--- config.mk ---
export PLATFORM = sky130hd
export DESIGN_NAME = i2c_line_conditioner_flat
export DESIGN_NICKNAME = d
export VERILOG_FILES = /design/src/rtl/i2c_cond_pkg.sv /design/src/rtl/i2c_line_conditioner_if.sv /design/src/rtl/i2c_glitch_filter.sv /design/src/rtl/i2c_line_conditioner.sv /design/src/flat_wrapper.sv
export SDC_FILE = /design/constraint.sdc
export NUM_CORES = 1
export LEC_CHECK = 0
export CAP_MARGIN = 20
export CORE_MARGIN = 2
export CORE_UTILIZATION = 30
export DETAILED_ROUTE_END_ITERATION = 6
export SYNTH_ARGS = -nofsm -noshare
export SYNTH_HDL_FRONTEND = slang
export SYNTH_HIERARCHICAL = 1
export SYNTH_SLANG_ARGS = --single-unit
--- constraint.sdc ---
create_clock -name clk -period 1.9 [get_ports clk]
set_input_delay 0.57 -clock clk [delete_from_list [all_inputs] [get_ports clk]]
set_output_delay 0.57 -clock clk [all_outputs]
set_load 0.03 [all_outputs]
--- src/rtl/i2c_cond_pkg.sv ---
// Shared constants, types and width helper for the I2C line conditioner.
// The optional SCL-low timeout is built only when I2C_COND_TIMEOUT_EN is defined.
package i2c_cond_pkg;

    localparam int unsigned SYNC_STAGES_DEF = 2;
    localparam int unsigned FILT_LEN_DEF    = 3;
    localparam int unsigned TIMEOUT_CYC_DEF = 4096;

    typedef enum logic {
        BUS_IDLE = 1'b0,
        BUS_BUSY = 1'b1
    } bus_state_e;

    // Bits needed to hold a count of 0..max_count.
    function automatic int unsigned cnt_width(input int unsigned max_count);
        return (max_count < 1) ? 1 : $clog2(max_count + 1);
    endfunction

endpackage

--- src/rtl/i2c_line_conditioner_if.sv ---
// Bus-side signal bundle of the I2C line conditioner (raw lines in, clean levels/strobes out).
// The timeout member is only driven non-zero when I2C_COND_TIMEOUT_EN is defined.
interface i2c_line_conditioner_if;

    logic ena;
    logic scl_i;
    logic sda_i;
    logic scl_f;
    logic sda_f;
    logic scl_rise;
    logic scl_fall;
    logic start_det;
    logic stop_det;
    logic bus_busy;
    logic timeout;

    modport master (
        output ena, scl_i, sda_i,
        input  scl_f, sda_f, scl_rise, scl_fall, start_det, stop_det, bus_busy, timeout
    );

    modport slave (
        input  ena, scl_i, sda_i,
        output scl_f, sda_f, scl_rise, scl_fall, start_det, stop_det, bus_busy, timeout
    );

endinterface

--- src/rtl/i2c_glitch_filter.sv ---
// One I2C line: flop synchroniser followed by a stable-count glitch filter.
// Used for both SCL and SDA; unaffected by I2C_COND_TIMEOUT_EN.
module i2c_glitch_filter
    import i2c_cond_pkg::*;
#(
    parameter int unsigned SYNC_STAGES = SYNC_STAGES_DEF,
    parameter int unsigned FILT_LEN    = FILT_LEN_DEF
) (
    input  logic clk,
    input  logic rst_n,
    input  logic ena,
    input  logic line_raw,
    output logic line_f
);

    localparam int unsigned     CW   = cnt_width(FILT_LEN);
    localparam logic [CW-1:0]   LAST = CW'(FILT_LEN - 1);

    logic [SYNC_STAGES-1:0] sync_q;
    logic                   line_s;
    logic [CW-1:0]          cnt_q;

    // Synchroniser keeps shifting even while disabled; it presets high so the bus reads idle.
    always_ff @(posedge clk) begin
        if (!rst_n) begin
            sync_q <= '1;
        end else begin
            sync_q <= {sync_q[SYNC_STAGES-2:0], line_raw};
        end
    end

    assign line_s = sync_q[SYNC_STAGES-1];

    always_ff @(posedge clk) begin
        if (!rst_n) begin
            cnt_q  <= '0;
            line_f <= 1'b1;
        end else if (ena) begin
            if (line_s == line_f) begin
                cnt_q <= '0;
            end else if (cnt_q == LAST) begin
                cnt_q  <= '0;
                line_f <= ~line_f;
            end else begin
                cnt_q <= cnt_q + CW'(1);
            end
        end
    end

endmodule

--- src/rtl/i2c_line_conditioner.sv ---
// I2C front end: filtered SCL/SDA, SCL edge strobes, START/STOP detection and bus-busy tracking.
// Define I2C_COND_TIMEOUT_EN to build the SCL-stuck-low timeout; otherwise timeout is tied 0.
module i2c_line_conditioner
    import i2c_cond_pkg::*;
#(
    parameter int unsigned SYNC_STAGES = SYNC_STAGES_DEF,
    parameter int unsigned FILT_LEN    = FILT_LEN_DEF,
    parameter int unsigned TIMEOUT_CYC = TIMEOUT_CYC_DEF
) (
    input  logic                   clk,
    input  logic                   rst_n,
    i2c_line_conditioner_if.slave  bus
);

    if (SYNC_STAGES < 2 || SYNC_STAGES > 4 || FILT_LEN < 1 || FILT_LEN > 15 || TIMEOUT_CYC < 1)
    begin : g_param_check
        $error("i2c_line_conditioner: parameter out of legal range");
    end

    logic       scl_f, sda_f;
    logic       p_scl, p_sda;
    logic       rise_c, fall_c, start_c, stop_c;
    logic       rise_q, fall_q, start_q, stop_q;
    logic       timeout_q;
    bus_state_e state_q, state_d;

    i2c_glitch_filter #(
        .SYNC_STAGES (SYNC_STAGES),
        .FILT_LEN    (FILT_LEN)
    ) u_scl_filt (
        .clk      (clk),
        .rst_n    (rst_n),
        .ena      (bus.ena),
        .line_raw (bus.scl_i),
        .line_f   (scl_f)
    );

    i2c_glitch_filter #(
        .SYNC_STAGES (SYNC_STAGES),
        .FILT_LEN    (FILT_LEN)
    ) u_sda_filt (
        .clk      (clk),
        .rst_n    (rst_n),
        .ena      (bus.ena),
        .line_raw (bus.sda_i),
        .line_f   (sda_f)
    );

    // Requiring SCL high in both cycles rejects START/STOP when SCL and SDA move together.
    always_comb begin
        rise_c  = bus.ena && scl_f && !p_scl;
        fall_c  = bus.ena && !scl_f && p_scl;
        start_c = bus.ena && p_sda && !sda_f && p_scl && scl_f;
        stop_c  = bus.ena && !p_sda && sda_f && p_scl && scl_f;
    end

    // p_x tracks x_f every cycle; x_f is frozen while disabled, so re-enabling sees no edge.
    always_ff @(posedge clk) begin
        if (!rst_n) begin
            p_scl   <= 1'b1;
            p_sda   <= 1'b1;
            rise_q  <= 1'b0;
            fall_q  <= 1'b0;
            start_q <= 1'b0;
            stop_q  <= 1'b0;
        end else begin
            p_scl   <= scl_f;
            p_sda   <= sda_f;
            rise_q  <= rise_c;
            fall_q  <= fall_c;
            start_q <= start_c;
            stop_q  <= stop_c;
        end
    end

    always_ff @(posedge clk) begin
        if (!rst_n) begin
            state_q <= BUS_IDLE;
        end else begin
            state_q <= state_d;
        end
    end

    always_comb begin
        state_d = state_q;
        if (start_c) begin
            state_d = BUS_BUSY;
        end else if (stop_c || timeout_q) begin
            state_d = BUS_IDLE;
        end
    end

`ifdef I2C_COND_TIMEOUT_EN
    localparam int unsigned   TW     = cnt_width(TIMEOUT_CYC);
    localparam logic [TW-1:0] TO_MAX = TW'(TIMEOUT_CYC);

    logic [TW-1:0] to_cnt_q;

    // Pulse only on the step into saturation; the saturated count suppresses repeats.
    always_ff @(posedge clk) begin
        if (!rst_n) begin
            to_cnt_q  <= '0;
            timeout_q <= 1'b0;
        end else begin
            timeout_q <= 1'b0;
            if (state_q != BUS_BUSY || scl_f) begin
                to_cnt_q <= '0;
            end else if (to_cnt_q != TO_MAX) begin
                to_cnt_q  <= to_cnt_q + TW'(1);
                timeout_q <= (to_cnt_q == TO_MAX - TW'(1));
            end
        end
    end
`else
    assign timeout_q = 1'b0;
`endif

    assign bus.scl_f     = scl_f;
    assign bus.sda_f     = sda_f;
    assign bus.scl_rise  = rise_q  & bus.ena;
    assign bus.scl_fall  = fall_q  & bus.ena;
    assign bus.start_det = start_q & bus.ena;
    assign bus.stop_det  = stop_q  & bus.ena;
    assign bus.bus_busy  = (state_q == BUS_BUSY);
    assign bus.timeout   = timeout_q;

endmodule
--- src/flat_wrapper.sv ---
// flat-port wrapper written by rule: the top's interface ports become plain ports
module i2c_line_conditioner_flat import i2c_cond_pkg::*;
#(
    parameter int unsigned SYNC_STAGES = SYNC_STAGES_DEF,
    parameter int unsigned FILT_LEN    = FILT_LEN_DEF,
    parameter int unsigned TIMEOUT_CYC = TIMEOUT_CYC_DEF
)
  (clk, rst_n, bus_ena, bus_scl_i, bus_sda_i, bus_scl_f, bus_sda_f, bus_scl_rise, bus_scl_fall, bus_start_det, bus_stop_det, bus_bus_busy, bus_timeout);
  i2c_line_conditioner_if bus_i ();
  input  logic clk;
  input  logic rst_n;
  input wire logic [$bits(bus_i.ena)-1:0] bus_ena;
  input wire logic [$bits(bus_i.scl_i)-1:0] bus_scl_i;
  input wire logic [$bits(bus_i.sda_i)-1:0] bus_sda_i;
  output wire logic [$bits(bus_i.scl_f)-1:0] bus_scl_f;
  output wire logic [$bits(bus_i.sda_f)-1:0] bus_sda_f;
  output wire logic [$bits(bus_i.scl_rise)-1:0] bus_scl_rise;
  output wire logic [$bits(bus_i.scl_fall)-1:0] bus_scl_fall;
  output wire logic [$bits(bus_i.start_det)-1:0] bus_start_det;
  output wire logic [$bits(bus_i.stop_det)-1:0] bus_stop_det;
  output wire logic [$bits(bus_i.bus_busy)-1:0] bus_bus_busy;
  output wire logic [$bits(bus_i.timeout)-1:0] bus_timeout;
  assign bus_i.ena = bus_ena;
  assign bus_i.scl_i = bus_scl_i;
  assign bus_i.sda_i = bus_sda_i;
  assign bus_scl_f = bus_i.scl_f;
  assign bus_sda_f = bus_i.sda_f;
  assign bus_scl_rise = bus_i.scl_rise;
  assign bus_scl_fall = bus_i.scl_fall;
  assign bus_start_det = bus_i.start_det;
  assign bus_stop_det = bus_i.stop_det;
  assign bus_bus_busy = bus_i.bus_busy;
  assign bus_timeout = bus_i.timeout;
  i2c_line_conditioner #(.SYNC_STAGES(SYNC_STAGES), .FILT_LEN(FILT_LEN), .TIMEOUT_CYC(TIMEOUT_CYC)) u_core (.clk(clk), .rst_n(rst_n), .bus(bus_i));
endmodule
==> run summary <==
Final setup viols = 0
largest cells by area after synthesis = dfxtp_1, nand2b_1, nand4b_1
vias in the first global route = 406
die width = 50.8 µm
Async SR Flop Fraction = 0
largest area contributor in the netlist = dfxtp_1
Crit Path Max Fanout = 5
CTS H-tree lvls = 1
CP required = 1.33 ns
routability congestion estimate = 0.677
crit start category = primary input
maximum VDD drop = 0.354 mV
clk_skew = 0.00536 ns
Final min period = 1.75 ns
Inst Count DP = 102
Yosys cell types = 21
pwr dens = 694 nW/µm²
Detail Placement HPWL = 718 µm
Hold Crit Class = reg2reg
total clock sinks = 17
Iter 0 DRT Violations = 2
maximum number of pins on one net before global-route repair = 20
CORE AREA = 2020 µm²
Setup CP Type = in2out
maximum clock rate = 573 MHz
combinational fraction of design power = 0.061
slowest CP cell = dlygate4sd2_1
CTS Buffer Depth = 2
number of diodes = 0
Netlist Area Pre-Place = 658 µm²
full die area = 2580 µm²
Internal = 457 µW
share of total power in sequential cells = 0.621
CTS tree = built
mean area per synthesized cell = 10.8 µm²
die height = 50.8 µm
PortBufs = 11
antenna-violating nets left = 0
WP data arrival = 1.18 ns
first-pass GRT wire length = 1690 µm
PnR worst setup slack = 0.154 ns
RSZ-0062 raised after global routing = false
Post-Place Setup Slack = -0.0668 ns
Via density = 4.71
final hold violations = 0
wire length per cell = 9.86 µm
number of max-cap violations = 0
CP top delay family = buffers and inverters
all-layer global routing usage = 0.0882
vias = 499
Post-Syn Instances = 61
DRC = 0
CP Cell Sequence = dlygate4sd2_1 > and2_2 > buf_4
TritonRoute pass-1 iters = 3
share of layout cells above drive strength 1 = 0.228
crit end category = output pin
Clock power frac = 0.319
CTS Buf Count = 3
# IOs = 13
period utilization = 0.919
Top FF cell, synth = dfxtp_1
Leakage = 0.340 nW
grt ovf = 0
hold buffers post-CTS = 0
Crit path buffers/inverters = 2
Seq/Total Area, Yosys = 0.517
Syn Nets = 66
post-route insts no fill = 106
row count = 16
fillcell total = 197
Syn. warnings = 6
area delta synth->final = 28.3%
status = finished clean
switching share of power = 0.221
initial antenna violation count = 0
clk root buf = clkbuf_4
Post-Route WL = 1050 µm
Switch Pwr = 129 µW
EDFF count, synth = 0
most common cell in the netlist = dfxtp_1
Final Max Tran Viols = 0
Clock Latency Late Sink = 0.28 ns
Setup Buffers After CTS = 0
Starting Density = 0.325
CP max stage delay = 0.27 ns
synth cell count leaders = dfxtp_1, nand2b_1
synthesized flop and latch total = 17
post-synth top area share = 0.517
Worst-path clk slew = 0.09 ns
nets = 85
-- cell families (layout without fill, tap and decap cells) --
| kind of cell | count (synthesis) | count (layout) | share of synthesized area |
|---|---|---|---|
| other | 1 | 1 | 0.00570 |
| xor gates and xnor gates | 2 | 2 | 0.0266 |
| buffers and inverters | 3 | 21 | 0.0228 |
| AOI/OAI and AO/OA | 8 | 8 | 0.0913 |
| DFF | 17 | 17 | 0.517 |
| and+or+nand+nor | 30 | 30 | 0.337 |
-- metrics by stage --
step	util	hold WS (ns)	area [µm²]	setup TNS, ns	total power, mW
global route	0.418	0.429	845	0	0.623
detailed placement	0.403	0.397	815	-0.261	0.409
global placement	0.403	0.392	815	-0.163	0.408
finish	0.418	0.415	845	0	0.586
CTS	0.415	0.421	840	0	0.599
floorplan	-	0.386	658	0	0.387
-- power groups by stage --
| stage | clock network, mW | registers, mW | logic, mW |
|---|---|---|---|
| 2_1_floorplan | 0 | 0.372 | 0.0156 |
| 3_3_place_gp | 0 | 0.372 | 0.0361 |
| 3_5_place_dp | 0 | 0.372 | 0.0368 |
| 4_1_cts | 0.199 | 0.364 | 0.0360 |
| 5_1_grt | 0.219 | 0.365 | 0.0391 |
| 6_report | 0.187 | 0.364 | 0.0356 |
-- final timing paths --
check | startpoint | endpoint | slack (ns) | cells past startpoint
max | bus_ena | bus_stop_det | 0.15 | 3
max reg2reg | u_core/u_scl_filt/line_f | u_core/stop_q | 0.97 | 3
min | u_core/u_scl_filt/sync_q[0] | u_core/u_scl_filt/sync_q[1] | 0.42 | 1
min reg2reg | u_core/u_scl_filt/sync_q[0] | u_core/u_scl_filt/sync_q[1] | 0.42 | 1
-- final cells by class --
class                      instances  area (µm²)  share of cell area
timing repair buffer              15         133               0.157
clock buffer                       3        22.5              0.0267
inverter                           2        7.51             0.00889
tap                               27        33.8              0.0400
clock inverter                     1        5.00             0.00593
sequential                        17         340               0.403
multi-input combinational         41         303               0.359
-- registers in the layout, indices dropped and copies added (netlist names), 2 cells and up --
register / cells
u_core/u_scl_filt/sync_q: 2
u_core/u_scl_filt/cnt_q: 2
u_core/u_sda_filt/cnt_q: 2
u_core/u_sda_filt/sync_q: 2
-- cell usage in the layout (no fill, tap or decap) --
cell type,instances
dfxtp_1,17
and3_1,1
buf_4,8
xnor2_1,2
nand4bb_1,2
o22ai_1,1
and3b_1,2
and4b_1,1
nor2_1,1
o211ai_2,2
inv_1,2
dlygate4sd2_1,2
nor3b_1,2
dlymetal6s2s_1,2
o21ai_1,4
conb_1,1
clkdlybuf4s50_1,3
and2_2,4
a41oi_1,1
clkinv_2,1
nand2_1,2
nand4_1,1
nand4b_1,4
nand2b_1,6
nand3b_1,4
clkbuf_4,3
-- metal layers --
layer	share of wire	routed length, µm	track usage
met1	0.49	512	0.109
met3	0.056	58	0.0263
met5	0	0	0
met4	0.0096	10	0.0541
met2	0.44	464	0.134
-- what timing repair did --
| item | CTS | global route |
|---|---|---|
| pin swaps | 0 | 0 |
| gates resized for setup | 2 | 2 |
| cloned | 0 | 0 |
| endpoints found under the setup margin | 5 | 2 |
(Power assumes the default switching activity.)
